<file path="config.mk">
export PLATFORM = sky130hd
export DESIGN_NAME = cstuff_responder_flat
export DESIGN_NICKNAME = d
export VERILOG_FILES = /design/src/rtl/cstuff_responder_if.sv /design/src/rtl/cstuff_responder.sv /design/src/flat_wrapper.sv
export SDC_FILE = /design/constraint.sdc
export NUM_CORES = 1
export LEC_CHECK = 0
export BUFFER_PORTS_ARGS = -buffer_cell sky130_fd_sc_hd__buf_2
export CAP_MARGIN = 20
export CELL_PAD_IN_SITES_DETAIL_PLACEMENT = 0
export CELL_PAD_IN_SITES_GLOBAL_PLACEMENT = 1
export CORE_MARGIN = 4
export CORE_UTILIZATION = 42
export DETAILED_ROUTE_END_ITERATION = 16
export PLACE_DENSITY = 0.72
export SLEW_MARGIN = 0
export SYNTH_ARGS = -nofsm -noshare
export SYNTH_HDL_FRONTEND = slang
export SYNTH_SLANG_ARGS = --single-unit
</file>
<file path="constraint.sdc">
create_clock -name clk -period 1.85 [get_ports clk]
set_clock_uncertainty 0.05 [all_clocks]
set_input_delay 0.2775 -clock clk [delete_from_list [all_inputs] [get_ports clk]]
set_output_delay 0.2775 -clock clk [all_outputs]
set_load 0.02 [all_outputs]
</file>
<file path="src/rtl/cstuff_responder_if.sv">
// cstuff_responder_if: bundles the cStuffIf request link (rdy_vld, responder
// is the destination) and the dStuffIf response link (rdy_vld, responder is
// the source). The slave modport is the responder's view; master is the peer.
interface cstuff_responder_if;
    logic       cStuffIf_vld;
    logic [4:0] cStuffIf_data;
    logic       cStuffIf_rdy;
    logic       dStuffIf_vld;
    logic [6:0] dStuffIf_data;
    logic       dStuffIf_rdy;

    modport slave (
        input  cStuffIf_vld,
        input  cStuffIf_data,
        output cStuffIf_rdy,
        output dStuffIf_vld,
        output dStuffIf_data,
        input  dStuffIf_rdy
    );

    modport master (
        output cStuffIf_vld,
        output cStuffIf_data,
        input  cStuffIf_rdy,
        input  dStuffIf_vld,
        input  dStuffIf_data,
        output dStuffIf_rdy
    );
endinterface

</file>
<file path="src/rtl/cstuff_responder.sv">
// cstuff_responder: cStuff peer model. Queues 5-bit seeSt requests in a
// DEPTH-entry FIFO and returns 7-bit dSt responses {seq[1:0], req[4:0]} from a
// single output register, paced by an IDLE/SEND/GAP FSM. rwD_data publishes
// the last response that completed a handshake.
// Optional feature: define CSTUFF_RSP_STATS_EN to add the saturating 16-bit
// rsp_cnt output counting response handshakes.
module cstuff_responder #(
    parameter int DEPTH   = 4,
    parameter int RSP_GAP = 0
) (
    input  logic                     clk,
    input  logic                     rst,
    cstuff_responder_if.slave        bus,
    output logic [6:0]               rwD_data,
    output logic [$clog2(DEPTH):0]   fifo_level
`ifdef CSTUFF_RSP_STATS_EN
    ,
    output logic [15:0]              rsp_cnt
`endif
);

    localparam int PW = $clog2(DEPTH);
    localparam int LW = $clog2(DEPTH) + 1;

    typedef enum logic [1:0] {
        IDLE = 2'd0,
        SEND = 2'd1,
        GAP  = 2'd2
    } state_t;

    logic [4:0]    fifoMem [DEPTH];
    logic [PW-1:0] wrPtr_q, rdPtr_q;
    logic [LW-1:0] level_q, level_d;
    state_t        state_q, state_d;
    logic          outVld_q, outVld_d;
    logic [6:0]    outData_q, outData_d;
    logic [1:0]    seq_q, seq_d;
    logic [3:0]    gapCnt_q, gapCnt_d;
    logic [6:0]    rwD_q, rwD_d;
    logic          fifoFull, fifoEmpty, push, pop, handshake;
    logic [4:0]    headData;

    // Ready comes from the stored level only: a pop in the same cycle does not
    // open a slot for a push, which keeps ready free of any output-side path.
    assign fifoFull         = (level_q == LW'(DEPTH));
    assign fifoEmpty        = (level_q == '0);
    assign bus.cStuffIf_rdy = !rst && !fifoFull;
    assign push             = bus.cStuffIf_vld && bus.cStuffIf_rdy;
    assign handshake        = outVld_q && bus.dStuffIf_rdy;
    assign headData         = fifoMem[rdPtr_q];

    assign bus.dStuffIf_vld  = outVld_q;
    assign bus.dStuffIf_data = outData_q;
    assign rwD_data          = rwD_q;
    assign fifo_level        = level_q;

    // FIFO storage; contents need no reset because the pointers define validity.
    always_ff @(posedge clk) begin
        if (push) begin
            fifoMem[wrPtr_q] <= bus.cStuffIf_data;
        end
    end

    // Level follows push/pop; a simultaneous push and pop leaves it unchanged.
    always_comb begin
        level_d = level_q;
        case ({push, pop})
            2'b10:   level_d = level_q + LW'(1);
            2'b01:   level_d = level_q - LW'(1);
            default: level_d = level_q;
        endcase
    end

    // FIFO pointers and level; pointers wrap naturally since DEPTH is a power of 2.
    always_ff @(posedge clk or posedge rst) begin
        if (rst) begin
            wrPtr_q <= '0;
            rdPtr_q <= '0;
            level_q <= '0;
        end else begin
            if (push) wrPtr_q <= wrPtr_q + PW'(1);
            if (pop)  rdPtr_q <= rdPtr_q + PW'(1);
            level_q <= level_d;
        end
    end

    // Response pacing: load the output register from the FIFO head, hold it
    // until the handshake, then either stream, fall idle, or insert a gap.
    always_comb begin
        state_d   = state_q;
        outVld_d  = outVld_q;
        outData_d = outData_q;
        seq_d     = seq_q;
        gapCnt_d  = gapCnt_q;
        rwD_d     = rwD_q;
        pop       = 1'b0;
        case (state_q)
            IDLE: begin
                if (!fifoEmpty) begin
                    pop       = 1'b1;
                    outVld_d  = 1'b1;
                    outData_d = {seq_q, headData};
                    state_d   = SEND;
                end
            end
            SEND: begin
                if (handshake) begin
                    rwD_d = outData_q;
                    seq_d = seq_q + 2'd1;
                    if (RSP_GAP == 0) begin
                        if (!fifoEmpty) begin
                            pop       = 1'b1;
                            outData_d = {seq_q + 2'd1, headData};
                        end else begin
                            outVld_d = 1'b0;
                            state_d  = IDLE;
                        end
                    end else begin
                        outVld_d = 1'b0;
                        gapCnt_d = 4'(RSP_GAP);
                        state_d  = GAP;
                    end
                end
            end
            GAP: begin
                if (gapCnt_q == 4'd1) begin
                    gapCnt_d = 4'd0;
                    if (!fifoEmpty) begin
                        pop       = 1'b1;
                        outVld_d  = 1'b1;
                        outData_d = {seq_q, headData};
                        state_d   = SEND;
                    end else begin
                        state_d = IDLE;
                    end
                end else begin
                    gapCnt_d = gapCnt_q - 4'd1;
                end
            end
            default: state_d = IDLE;
        endcase
    end

    // FSM and output register state; reset drops any in-flight response.
    always_ff @(posedge clk or posedge rst) begin
        if (rst) begin
            state_q   <= IDLE;
            outVld_q  <= 1'b0;
            outData_q <= '0;
            seq_q     <= '0;
            gapCnt_q  <= '0;
            rwD_q     <= '0;
        end else begin
            state_q   <= state_d;
            outVld_q  <= outVld_d;
            outData_q <= outData_d;
            seq_q     <= seq_d;
            gapCnt_q  <= gapCnt_d;
            rwD_q     <= rwD_d;
        end
    end

`ifdef CSTUFF_RSP_STATS_EN
    logic [15:0] rspCnt_q;

    // Saturating count of response handshakes.
    always_ff @(posedge clk or posedge rst) begin
        if (rst) begin
            rspCnt_q <= '0;
        end else if (handshake && (rspCnt_q != 16'hFFFF)) begin
            rspCnt_q <= rspCnt_q + 16'd1;
        end
    end

    assign rsp_cnt = rspCnt_q;
`endif

endmodule

</file>
<file path="src/flat_wrapper.sv">
// flat-port wrapper written by rule: the top's interface ports become plain ports
module cstuff_responder_flat 
#(
    parameter int DEPTH   = 4,
    parameter int RSP_GAP = 0
)
  (clk, rst, rwD_data, fifo_level, bus_cStuffIf_vld, bus_cStuffIf_data, bus_cStuffIf_rdy, bus_dStuffIf_vld, bus_dStuffIf_data, bus_dStuffIf_rdy);
  cstuff_responder_if bus_i ();
  input  logic clk;
  input  logic rst;
  output logic [6:0] rwD_data;
  output logic [$clog2(DEPTH):0] fifo_level;
  input wire logic [$bits(bus_i.cStuffIf_vld)-1:0] bus_cStuffIf_vld;
  input wire logic [$bits(bus_i.cStuffIf_data)-1:0] bus_cStuffIf_data;
  output wire logic [$bits(bus_i.cStuffIf_rdy)-1:0] bus_cStuffIf_rdy;
  output wire logic [$bits(bus_i.dStuffIf_vld)-1:0] bus_dStuffIf_vld;
  output wire logic [$bits(bus_i.dStuffIf_data)-1:0] bus_dStuffIf_data;
  input wire logic [$bits(bus_i.dStuffIf_rdy)-1:0] bus_dStuffIf_rdy;
  assign bus_i.cStuffIf_vld = bus_cStuffIf_vld;
  assign bus_i.cStuffIf_data = bus_cStuffIf_data;
  assign bus_cStuffIf_rdy = bus_i.cStuffIf_rdy;
  assign bus_dStuffIf_vld = bus_i.dStuffIf_vld;
  assign bus_dStuffIf_data = bus_i.dStuffIf_data;
  assign bus_i.dStuffIf_rdy = bus_dStuffIf_rdy;
  cstuff_responder #(.DEPTH(DEPTH), .RSP_GAP(RSP_GAP)) u_core (.clk(clk), .rst(rst), .bus(bus_i), .rwD_data(rwD_data), .fifo_level(fifo_level));
endmodule
</file>
==> out/results.tsv <==
stage	metric	value	unit
outcome	status	finished, violations left	
outcome	violations	negative hold slack, negative setup slack	
critical_path	cpPeakStageDelay	0.44	ns
finish	antenna_cells	0	
sta	max-slew-margin-rel	74.0	%
finish	final_common_cell	buf_2	
synthesis	synth_simple_gate_area_share	4.51	%
clocking	clk-insertion-delay-late	0.29	ns
critical_path	crit_path_start_kind	flip-flop	
synthesis	synth-xor-area-share	4.31	%
global_routing	grt_overflow	0	
synthesis	synth_top_family_by_area	multiplexers	
global_routing	grt_pass1_vias	1010	
clocking	path_clk_slew	0.08	ns
synthesis	synthMuxAreaShare	16.6	%
sta	worstMarginPinSlew	0.391	ns
routing	wire_per_inst	14.2	µm
power_and_ir_drop	intPower	2.46	mW
power_and_ir_drop	p_clk_share	16.2	%
synthesis	avgSynthCellArea	16.9	µm²
sta	setup_violations	1	
sta	rsz0062_at_grt	true	
critical_path	path_delay_family	adder cells	
placement	port-buffer-count	27	
routing	num_vias	941	
power_and_ir_drop	p_sw	1.28	mW
global_routing	grt_pass1_wl	4590	µm
clocking	cts_buffer_depth	2	
critical_path	path_max_fanout	3	
sta	period_share	101	%
job	max-cap-violations	0	
synthesis	yosysSeqAreaShare	65.7	%
finish	area_delta_synth_final	20.4	%
clocking	cts_max_level	2	
synthesis	ys_types	25	
clocking	ctsRootBufferMaster	clkbuf_8	
sta	post-route-min-period	1.88	ns
floorplan	die-height	74.0	µm
power_and_ir_drop	power_density	1700	mW/mm²
critical_path	slowest_stage	dfrtp_2	
clocking	cts_tree	done	
sta	hold-worst-slack	-0.00300	ns
placement	gp_congestion	0.687	
critical_path	cp.required	2.01	ns
synthesis	synth_seq_cells	44	
critical_path	r2r_slack	-0.03	ns
finish	final_cell_mix	buf_2 (27), dfrtp_1 (21), edfxtp_1 (20), buf_4 (10), mux2_2 (8)	
routing	wl	2830	µm
critical_path	cp-end-kind	flip-flop	
power_and_ir_drop	power	3.75	mW
placement	pre_cts_ws	-0.0270	ns
placement	dp_hpwl	2120	µm
hold_path	min_path_type	in2async	
sta	setup_ws	-0.0262	ns
finish	drive_gt1_share	48.7	%
floorplan	die_w	74.0	µm
clocking	cts.sinks	44	
clocking	cts_made_buffers	5	
routing	first_iter_violations	23	
global_routing	grt_usage	11.3	%
routing	drtAntennaViolNets	0	
floorplan	coreArea	0.00412	mm²
power_and_ir_drop	power.leakage	0.928	nW
finish	utilization	53.5	%
floorplan	start_util	44.5	%
power_and_ir_drop	vdd_drop_max	0.571	mV
sta	fin_tns_setup	-0.0262	ns
sta	timing.fmax	0.533	GHz
global_routing	grt_max_degree	25	
power_and_ir_drop	seqPwrFrac	42.9	%
synthesis	synth_cells	108	
synthesis	synth_compound_area_share	1.71	%
sta	drv_slew	0	
finish	nets	164	
floorplan	core.rowCount	23	
critical_path	crit_chain	or3_4 > and2_4 > ha_4 > inv_2 > fa_2 > mux2i_1	
synthesis	synth-adder-area-share	4.51	%
routing	vias_per_cell	4.71	
floorplan	dieArea	0.00548	mm²
synthesis	synth_nets	123	
critical_path	critPathKind	reg2reg	
floorplan	io_pins	28	
routing	drc	0	
sta	hold_viol	4	
routing	dr.pass1.iters	4	
critical_path	crit_arrival	2.03	ns
power_and_ir_drop	swShare	34.2	%
power_and_ir_drop	power_frac_comb	40.9	%
synthesis	mappedNetlistArea	0.00183	mm²
global_routing	antenna_found_initial	0	
synthesis	synth_warnings	0	
critical_path	cp.buffers_inverters	1	
-- cells by family (layout without fill, tap and decap cells) --
family	Yosys count	count (layout)
XOR/XNOR	9	9
multiplexers	20	20
AND/OR/NAND/NOR	14	14
buffers and inverters	11	53
flip-flops	44	44
AO/OA/AOI/OAI	4	4
adder cells (fa/ha/maj)	6	6
-- Yosys cell counts, drive strengths merged --
master / instances / area share (%)
a21oi: 1 / 0.27
nand2b: 2 / 0.68
xnor2: 6 / 2.9
mux2: 14 / 9.8
and2: 5 / 1.8
mux4: 5 / 6.2
or3: 1 / 0.62
edfxtp: 20 / 33
inv: 8 / 1.6
ha: 5 / 3.4
dfrtp: 24 / 33
mux2i: 1 / 0.55
a211oi: 1 / 0.68
buf: 3 / 1.1
a2bb2oi: 1 / 0.48
fa: 1 / 1.1
nand2: 2 / 0.41
nand3: 2 / 0.55
o21ai: 1 / 0.27
xor2: 3 / 1.4
nor2: 2 / 0.41
-- power groups by stage --
stage	logic (mW)	clock network, mW	registers (mW)
2_1_floorplan	0.896	0	1.79
3_3_place_gp	1.49	0	1.60
3_5_place_dp	1.53	0	1.63
4_1_cts	1.53	0.631	1.61
5_1_grt	1.65	0.665	1.66
6_report	1.53	0.609	1.61
-- worst reg2reg max path: cells and delay by family (launching register included) --
family | cells | cell delay, ns
buffers and inverters | 1 | 0.05
flip-flops | 1 | 0.44
adder cells (fa/ha/maj) | 2 | 0.58
multiplexers | 1 | 0.15
AND/OR/NAND/NOR | 2 | 0.53
-- layer usage --
layer	up-vias	track usage, %	routed length [µm]
met1	456	13.4	1220
met5	-	0	0
met2	21	19.0	1430
met4	0	4.83	38
li1	459	-	-
met3	5	3.51	141
-- flip-flops by register name, summed over array words and instances (netlist names) --
name and flops:
u_core.wrPtr_q 2, u_core.fifoMem 20, u_core.seq_q 2, u_core.fifo_level 3
u_core.bus.dStuffIf_vld 1, u_core.bus.dStuffIf_data 7, u_core.rwD_data 7, u_core.rdPtr_q 2
-- final cells by class --
cell class              instances  area, µm²
repair buffers                 37        210
inverters                       8       30.0
flip-flops and latches         44       1200
multi-input cells              53        601
clock inverters                 1       7.51
fillers                       347       1910
well taps                      50       62.6
clock buffers                   7       86.3
-- what timing repair did --
item | CTS | global route
buffers inserted | 0 | 1
setup endpoints to repair | 2 | 2
gates resized for setup | 0 | 2
hold buffers | 0 | 0
pin swaps | 3 | 1
-- metrics by stage --
step	area [µm²]	instances
3_5_place_dp	2090	191
2_1_floorplan	1850	108
4_1_cts	2190	199
5_1_grt	2200	200
3_3_place_gp	2090	191
6_report	2200	200
-- final timing paths --
path | end | from | depth (start not counted)
min in group clk | u_core.fifoMem[1][3]$_DFFE_PP_ | bus_cStuffIf_data[3] | 1
setup reg to reg | u_core.fifo_level[1]$_DFFE_PP0P_ | u_core.fifo_level[0]$_DFFE_PP0P_ | 6
max in group asynchronous | u_core.fifo_level[0]$_DFFE_PP0P_ | rst | 3
hold / removal | u_core.wrPtr_q[1]$_DFFE_PP0P_ | rst | 3
hold reg to reg | u_core.seq_q[1]$_DFFE_PP0P_ | u_core.seq_q[1]$_DFFE_PP0P_ | 1
setup / recovery | u_core.fifo_level[1]$_DFFE_PP0P_ | u_core.fifo_level[0]$_DFFE_PP0P_ | 6
No activity file was read; power rests on OpenSTA's default activity.
